**src/rtl/weight_bias_forward_pkg.sv**
```systemverilog
// Shared fixed-point helpers for the weight/bias forward path: widths,
// saturation, activation and the packed weight/bias bus layout.
package weight_bias_forward_pkg;

  localparam int unsigned WF_DEF   = 8;
  localparam int unsigned FRAC_DEF = 4;

  typedef enum logic [1:0] {
    IDLE = 2'd0,
    ACC  = 2'd1,
    OUT  = 2'd2
  } fwdState_t;

  // Accumulator headroom: full product width plus log2 of the term count.
  function automatic int unsigned accWidth(input int unsigned np, input int unsigned wf);
    return 2 * wf + $clog2(np + 1);
  endfunction

  function automatic longint saturate(input longint v, input int unsigned wf);
    longint hi;
    longint lo;
    hi = (longint'(1) <<< (wf - 1)) - 1;
    lo = -(longint'(1) <<< (wf - 1));
    if (v > hi) return hi;
    if (v < lo) return lo;
    return v;
  endfunction

  function automatic longint reluAct(input longint v, input bit en);
    return (en && (v < 0)) ? longint'(0) : v;
  endfunction

  function automatic int unsigned biasLsb(input int unsigned c, input int unsigned wf);
    return c * wf;
  endfunction

  function automatic int unsigned weightLsb(input int unsigned p, input int unsigned c,
                                            input int unsigned nc, input int unsigned wf);
    return nc * wf + p * nc * wf + c * wf;
  endfunction

endpackage

```
**src/rtl/weight_bias_forward_if.sv**
```systemverilog
// Handshake/bus bundle for weight_bias_forward: weight/bias and parent-state
// sinks plus the child-state result source.
interface weight_bias_forward_if #(
  parameter int unsigned NP = 3,
  parameter int unsigned NC = 2,
  parameter int unsigned WF = 8
);
  logic                      iValid_AS_WeightBias;
  logic                      oReady_AS_WeightBias;
  logic [NC*NP*WF+NC*WF-1:0] iData_AS_WeightBias;
  logic                      iValid_AS_State0;
  logic                      oReady_AS_State0;
  logic [NP*WF-1:0]          iData_AS_State0;
  logic                      oValid_BM_State1;
  logic                      iReady_BM_State1;
  logic [NC*WF-1:0]          oData_BM_State1;

  modport slave (
    input  iValid_AS_WeightBias, iData_AS_WeightBias,
    input  iValid_AS_State0, iData_AS_State0,
    input  iReady_BM_State1,
    output oReady_AS_WeightBias, oReady_AS_State0,
    output oValid_BM_State1, oData_BM_State1
  );

  modport master (
    output iValid_AS_WeightBias, iData_AS_WeightBias,
    output iValid_AS_State0, iData_AS_State0,
    output iReady_BM_State1,
    input  oReady_AS_WeightBias, oReady_AS_State0,
    input  oValid_BM_State1, oData_BM_State1
  );
endinterface

```
**src/rtl/weight_bias_forward_mac_lane.sv**
```systemverilog
// One child neuron: bias-preloaded accumulator with a serial signed MAC and
// the activated, saturated result of the accumulation in progress.
module weight_bias_mac_lane
  import weight_bias_forward_pkg::*;
#(
  parameter int unsigned WF      = WF_DEF,
  parameter int unsigned FRAC    = FRAC_DEF,
  parameter int unsigned WA      = 18,
  parameter bit          RELU_EN = 1'b1
) (
  input  logic                 iCLK,
  input  logic                 iRST,
  input  logic                 load,
  input  logic                 en,
  input  logic signed [WF-1:0] bias,
  input  logic signed [WF-1:0] weight,
  input  logic signed [WF-1:0] state,
  output logic        [WF-1:0] actNext
);

  logic signed [WA-1:0]   acc;
  logic signed [WA-1:0]   accSum;
  logic signed [WA-1:0]   biasExt;
  logic signed [WA-1:0]   shifted;
  logic signed [2*WF-1:0] prod;

  always_comb begin
    prod    = weight * state;
    accSum  = acc + {{(WA-2*WF){prod[2*WF-1]}}, prod};
    biasExt = {{(WA-WF){bias[WF-1]}}, bias};
    shifted = accSum >>> FRAC;
    // Result reflects acc after this cycle's term, so the top can register it on the last MAC edge.
    actNext = WF'(reluAct(saturate(longint'(shifted), WF), RELU_EN));
  end

  always_ff @(posedge iCLK or negedge iRST) begin
    if (!iRST) begin
      acc <= '0;
    end else if (load) begin
      acc <= biasExt <<< FRAC;
    end else if (en) begin
      acc <= accSum;
    end
  end

endmodule

```
**src/rtl/weight_bias_forward.sv**
```systemverilog
// Forward layer: joins a weight/bias word with a parent state vector, runs one
// serial MAC pass over the parents on NC parallel lanes, then offers the result.
module weight_bias_forward
  import weight_bias_forward_pkg::*;
#(
  parameter int unsigned NP   = 3,
  parameter int unsigned NC   = 2,
  parameter int unsigned WF   = WF_DEF,
  parameter int unsigned FRAC = FRAC_DEF,
  parameter string       RELU = "yes"
) (
  input  logic                  iCLK,
  input  logic                  iRST,
  weight_bias_forward_if.slave  bus
);

  localparam int unsigned WA      = accWidth(NP, WF);
  localparam int unsigned PW      = (NP > 1) ? $clog2(NP) : 1;
  localparam int unsigned WBW     = NC*NP*WF + NC*WF;
  localparam bit          RELU_EN = (RELU == "yes");

  fwdState_t state, stateNext;

  logic [PW-1:0]       pCnt;
  logic [WBW-1:0]      wbReg;
  logic [NP*WF-1:0]    xReg;
  logic [NC*WF-1:0]    oDataReg;
  logic                oValidReg;
  logic                load;
  logic                en;
  logic                lastMac;
  logic signed [WF-1:0] xSel;
  logic signed [WF-1:0] wSel [NC];
  logic        [WF-1:0] yNext [NC];

  assign bus.oReady_AS_WeightBias = (state == IDLE);
  assign bus.oReady_AS_State0     = (state == IDLE);
  assign bus.oValid_BM_State1     = oValidReg;
  assign bus.oData_BM_State1      = oDataReg;

  always_comb begin
    xSel = '0;
    for (int unsigned c = 0; c < NC; c++) wSel[c] = '0;
    for (int unsigned p = 0; p < NP; p++) begin
      if (pCnt == PW'(p)) begin
        xSel = xReg[p*WF +: WF];
        for (int unsigned c = 0; c < NC; c++) begin
          wSel[c] = wbReg[weightLsb(p, c, NC, WF) +: WF];
        end
      end
    end
  end

  always_comb begin
    stateNext = state;
    load      = 1'b0;
    en        = 1'b0;
    lastMac   = 1'b0;
    case (state)
      IDLE: begin
        if (bus.iValid_AS_WeightBias && bus.iValid_AS_State0) begin
          load      = 1'b1;
          stateNext = ACC;
        end
      end
      ACC: begin
        en = 1'b1;
        if (pCnt == PW'(NP - 1)) begin
          lastMac   = 1'b1;
          stateNext = OUT;
        end
      end
      OUT: begin
        if (bus.iReady_BM_State1) stateNext = IDLE;
      end
      default: stateNext = IDLE;
    endcase
  end

  always_ff @(posedge iCLK or negedge iRST) begin
    if (!iRST) begin
      state     <= IDLE;
      pCnt      <= '0;
      wbReg     <= '0;
      xReg      <= '0;
      oValidReg <= 1'b0;
      oDataReg  <= '0;
    end else begin
      state <= stateNext;
      if (load) begin
        pCnt  <= '0;
        wbReg <= bus.iData_AS_WeightBias;
        xReg  <= bus.iData_AS_State0;
      end else if (en) begin
        pCnt <= lastMac ? '0 : pCnt + PW'(1);
      end
      if (lastMac) begin
        oValidReg <= 1'b1;
        for (int unsigned c = 0; c < NC; c++) oDataReg[c*WF +: WF] <= yNext[c];
      end else if ((state == OUT) && bus.iReady_BM_State1) begin
        oValidReg <= 1'b0;
      end
    end
  end

  // Bias comes straight off the bus: the lane preloads on the same edge the bus is latched.
  for (genvar c = 0; c < NC; c++) begin : gLane
    weight_bias_mac_lane #(
      .WF      (WF),
      .FRAC    (FRAC),
      .WA      (WA),
      .RELU_EN (RELU_EN)
    ) uLane (
      .iCLK    (iCLK),
      .iRST    (iRST),
      .load    (load),
      .en      (en),
      .bias    (bus.iData_AS_WeightBias[biasLsb(c, WF) +: WF]),
      .weight  (wSel[c]),
      .state   (xSel),
      .actNext (yNext[c])
    );
  end

endmodule

```
**src/flat_wrapper.sv**
```systemverilog
// flat-port wrapper written by rule: the top's interface ports become plain ports
module weight_bias_forward_flat import weight_bias_forward_pkg::*;
#(
  parameter int unsigned NP   = 3,
  parameter int unsigned NC   = 2,
  parameter int unsigned WF   = WF_DEF,
  parameter int unsigned FRAC = FRAC_DEF,
  parameter string       RELU = "   "
)
  (iCLK, iRST, bus_iValid_AS_WeightBias, bus_iData_AS_WeightBias, bus_iValid_AS_State0, bus_iData_AS_State0, bus_iReady_BM_State1, bus_oReady_AS_WeightBias, bus_oReady_AS_State0, bus_oValid_BM_State1, bus_oData_BM_State1);
  weight_bias_forward_if #(.NP(NP), .NC(NC), .WF(WF)) bus_i ();
  input  logic iCLK;
  input  logic iRST;
  input wire logic [$bits(bus_i.iValid_AS_WeightBias)-1:0] bus_iValid_AS_WeightBias;
  input wire logic [$bits(bus_i.iData_AS_WeightBias)-1:0] bus_iData_AS_WeightBias;
  input wire logic [$bits(bus_i.iValid_AS_State0)-1:0] bus_iValid_AS_State0;
  input wire logic [$bits(bus_i.iData_AS_State0)-1:0] bus_iData_AS_State0;
  input wire logic [$bits(bus_i.iReady_BM_State1)-1:0] bus_iReady_BM_State1;
  output wire logic [$bits(bus_i.oReady_AS_WeightBias)-1:0] bus_oReady_AS_WeightBias;
  output wire logic [$bits(bus_i.oReady_AS_State0)-1:0] bus_oReady_AS_State0;
  output wire logic [$bits(bus_i.oValid_BM_State1)-1:0] bus_oValid_BM_State1;
  output wire logic [$bits(bus_i.oData_BM_State1)-1:0] bus_oData_BM_State1;
  assign bus_i.iValid_AS_WeightBias = bus_iValid_AS_WeightBias;
  assign bus_i.iData_AS_WeightBias = bus_iData_AS_WeightBias;
  assign bus_i.iValid_AS_State0 = bus_iValid_AS_State0;
  assign bus_i.iData_AS_State0 = bus_iData_AS_State0;
  assign bus_i.iReady_BM_State1 = bus_iReady_BM_State1;
  assign bus_oReady_AS_WeightBias = bus_i.oReady_AS_WeightBias;
  assign bus_oReady_AS_State0 = bus_i.oReady_AS_State0;
  assign bus_oValid_BM_State1 = bus_i.oValid_BM_State1;
  assign bus_oData_BM_State1 = bus_i.oData_BM_State1;
  weight_bias_forward #(.NP(NP), .NC(NC), .WF(WF), .FRAC(FRAC), .RELU(RELU)) u_core (.iCLK(iCLK), .iRST(iRST), .bus(bus_i));
endmodule
```
**config.mk**
```make
export PLATFORM = sky130hd
export DESIGN_NAME = weight_bias_forward_flat
export DESIGN_NICKNAME = d
export VERILOG_FILES = /design/src/rtl/weight_bias_forward_pkg.sv /design/src/rtl/weight_bias_forward_if.sv /design/src/rtl/weight_bias_forward_mac_lane.sv /design/src/rtl/weight_bias_forward.sv /design/src/flat_wrapper.sv
export SDC_FILE = /design/constraint.sdc
export NUM_CORES = 1
export LEC_CHECK = 0
export CORE_ASPECT_RATIO = 0.7
export CORE_MARGIN = 5
export CORE_UTILIZATION = 65
export CTS_CLUSTER_DIAMETER = 80
export DETAILED_ROUTE_END_ITERATION = 8
export GPL_TIMING_DRIVEN = 1
export PLACE_DENSITY = 0.92
export SYNTH_ARGS = -nofsm -noshare
export SYNTH_HDL_FRONTEND = slang
export SYNTH_HIERARCHICAL = 1
export SYNTH_SLANG_ARGS = --single-unit
```
**constraint.sdc**
```tcl
create_clock -name iCLK -period 15.3 [get_ports iCLK]
set_input_delay 1.53 -clock iCLK [delete_from_list [all_inputs] [get_ports iCLK]]
set_output_delay 1.53 -clock iCLK [all_outputs]
set_load 0.005 [all_outputs]
```
==> run summary <==
### Run status
• finished clean — result of the run

### Global route
• 0 — antenna violations before repair
• 0 — gr ovfl total
• 27.4% — global-route usage over all layers
• 70 — largest net degree at the start of global routing
• 10611 — number of global-route vias before repair
• 51800 um — global-route wire length before repair

### STA
• 58.4% — post-route clock period utilization
• 1.15 ns — Worst Tran Pin Value
• 0.0104 ns — final clock skew
• 0 — endpoints failing hold
• 0.112 GHz — upper clock frequency limit
• 0 — number of setup violations in the final report
• 0 — max-slew violation count
• 0 ns — Setup Total Neg Slack
• 8.94 ns — final period demand of the worst path
• 22.6% — headroom to the max-slew limit
• false — unrepaired setup endpoints after global routing

### Detailed routing
• 5 — drt first pass iters
• 31200 um — detailed-route wire length
• 0 — remaining routing DRC violations
• 12900 um — met1 WL
• 0 — ANT nets after route
• met4 — top routing layer in use
• 5.91 — Vias per Instance
• 2230 um — Met3 Routed Length
• 15400 um — met2 wire length
• 18.4 um — routed len/inst
• 10040 — count of vias placed by the detailed router
• 927 — number of DRC markers in iteration 0

### Hold path
• reg -> reg — class of the tightest hold or removal check
• 1 — Hold Path Cell Cnt
• u_core/bus.oData_BM_State1[3] — hold_sp
• u_core/bus.oData_BM_State1[3] — destination of the worst hold path

### Finish
• 1271 — Filler Cells Inserted
• 75.2% — final core utilization
• 14900 um2 — Post-Layout Inst Area
• sky130_fd_sc_hd__inv_1 — most common cell after layout, fill and taps aside
• 10.4% — fraction of layout cells with a size suffix above 1
• 1713 — Final #Nets
• 8820 um2 — area of combinational cells with multiple inputs
• 13.8% — Layout Area Growth over Synthesis
• sky130_fd_sc_hd__inv_1, sky130_fd_sc_hd__dfrtp_1, sky130_fd_sc_hd__fa_1 — top library cells by usage in the layout, fill and taps aside
• 3230 um2 — total area of sequential cells
• 0 — n_diodes

### Clock network
• 0.43 ns — clock insertion delay at the later pin of the skew report
• 4 — CTS H-tree depth
• 0 — CTS resizes
• 17 — number of CTS-inserted buffers
• 129 — total clock sinks
• 0 — count of buffers added by post-CTS timing repair for setup
• sky130_fd_sc_hd__clkbuf_16 — cell chosen for the clock root
• 0 — post-cts hold buffer count
• 2 — buffer depth of the longest clock path
• 0.07 ns — Clock Pin Slew Worst Setup and Hold Paths
• yes — TritonCTS clock tree

### Synthesis
• 1606 — Post-Syn Nets
• 129 — number of synthesized register bits
• 100% — fraction of synthesis flops using an asynchronous set or reset pin
• sky130_fd_sc_hd__dfrtp_1 — dominant register cell in the synthesized netlist
• 0 — Post-synth EDFFs
• 1309 — synthesized instance count
• 6 — synthesis warning total
• 80 — number of distinct library cell variants in the gate-level netlist after synthesis
• 24.7% — sequential-to-total area share from yosys stat
• 9.99 um2 — Avg Synthesized Cell Area
• 13100 um2 — Cell Area, Synth

### Placement
• 23400 um — total half-perimeter wirelength after legalization and detailed placement
• 111 — Buffers on Ports
• 0.929 — placer's final routability congestion estimate
• 14300 um2 — post-place instance area

### Worst setup path
• 6.36 ns — slack of the worst reg-to-reg path
• sky130_fd_sc_hd__dfrtp_1 — slowest stage cell, crit path
• 29 — critical-path maximum fanout
• 15.61 ns — WP data required
• u_core/pCnt[0] — critical register-to-register path startpoint
• 28 — total number of cells along the worst setup path
• flip-flop — critical path launch point type
• adder cells — Top delay family on crit path
• 5 — total buffers and inverters traversed by the critical path
• reg -> reg — WS Path Type
• u_core/bus.oData_BM_State1[8] — endpoint of the worst-slack reg-to-reg timing path
• 0.87 ns — longest individual stage delay on the worst path
• 9.24 ns — Crit path arrival time
• 28 — logic depth of the worst register-to-register path
• flip-flop — endpoint kind of the worst setup timing path

### Floorplanning
• 112 — Boundary Pins
• 23100 um2 — floorplan die area
• 66.1% — Initial Utilization
• 129 um — Die Y
• 180 um — die extent in x
• 43 — placement row count
• 19800 um2 — core region area

### Job
• 0 — max-capacitance violation count

[worst reg2reg max path, delay by kind of cell, from the launching register on]
| kind | cells | cell delay, ns |
|---|---|---|
| flops | 1 | 0.87 |
| buf+inv | 5 | 0.58 |
| fa+ha+maj | 6 | 2.77 |
| simple gates | 9 | 2.45 |
| xor+xnor | 1 | 0.30 |
| compound gates | 6 | 1.58 |
| mux | 1 | 0.25 |
[logic make-up (layout without fill, tap and decap cells)]
family | Yosys count | in the layout | synth area share (%)
muxes | 133 | 133 | 13.3
adders and majority gates | 204 | 204 | 25.9
buffers and inverters | 232 | 352 | 7.92
DFF | 129 | 129 | 24.7
and+or+nand+nor | 335 | 335 | 13.0
AOI/OAI and AO/OA | 219 | 219 | 11.2
xor gates and xnor gates | 57 | 57 | 3.99
[how the worst max path moves through the flow]
stage | from | end | slack [ns]
after floorplan | u_core/pCnt[1] | u_core/bus.oData_BM_State1[10] | 7.54
after global placement | u_core/pCnt[0] | u_core/bus.oData_BM_State1[12] | 6.88
after detailed placement | u_core/pCnt[0] | u_core/bus.oData_BM_State1[11] | 6.51
after CTS | u_core/pCnt[0] | u_core/bus.oData_BM_State1[12] | 6.47
after global routing | u_core/pCnt[0] | u_core/bus.oData_BM_State1[13] | 5.86
final | u_core/pCnt[0] | u_core/bus.oData_BM_State1[8] | 6.36
[registers in the layout (all words and copies together), names as in the netlist]
signal,count
u_core/state,2
u_core/bus.oValid_BM_State1,1
u_core/pCnt,2
u_core/bus.oData_BM_State1,16
u_core/gLane.uLane/acc,36
u_core/xReg,24
u_core/wbReg,48
[synth_stat cells, types with 13 or more instances]
| cell type | n | area [um2] |
|---|---|---|
| sky130_fd_sc_hd__a211oi_1 | 18 | 135 |
| sky130_fd_sc_hd__a21o_1 | 19 | 143 |
| sky130_fd_sc_hd__a21oi_1 | 43 | 215 |
| sky130_fd_sc_hd__and2_1 | 85 | 532 |
| sky130_fd_sc_hd__clkbuf_1 | 15 | 56.3 |
| sky130_fd_sc_hd__dfrtp_1 | 129 | 3230 |
| sky130_fd_sc_hd__fa_1 | 112 | 2240 |
| sky130_fd_sc_hd__ha_1 | 92 | 1150 |
| sky130_fd_sc_hd__inv_1 | 196 | 736 |
| sky130_fd_sc_hd__mux2_4 | 78 | 1170 |
| sky130_fd_sc_hd__mux2i_1 | 45 | 450 |
| sky130_fd_sc_hd__nand2_1 | 89 | 334 |
| sky130_fd_sc_hd__nand3_1 | 14 | 70.1 |
| sky130_fd_sc_hd__nor2_1 | 76 | 285 |
| sky130_fd_sc_hd__nor3_1 | 13 | 65.1 |
| sky130_fd_sc_hd__o21ai_0 | 58 | 290 |
| sky130_fd_sc_hd__xnor2_1 | 44 | 385 |
[cell type report]
cell class              count  share of cell area [%]
clock inverters            14                   0.807
clock buffers              18                    2.95
flip-flops and latches    129                    21.7
inverters                 196                    4.94
repair buffers            124                    8.10
well taps                 270                    2.27
multi-input cells         948                    59.2
[per-stage QoR]
step / worst slack (ns) / instances / hold slack (ns)
finish: 6.36 / 1699 / 0.491
global route: 5.86 / 1699 / 0.510
CTS: 6.47 / 1699 / 0.493
floorplan: 7.54 / 1309 / 0.457
global placement: 6.88 / 1667 / 0.466
detailed placement: 6.51 / 1667 / 0.479
[per-layer routing]
metal	up-vias	track usage, %
met4	0	9.40
met2	432	46.5
li1	4561	-
met3	80	5.62
met1	4967	35.6
met5	-	0
Power is left out: the tool's default activity adds up to more than one toggle a clock period on the data nets, which glitch-free logic cannot reach.
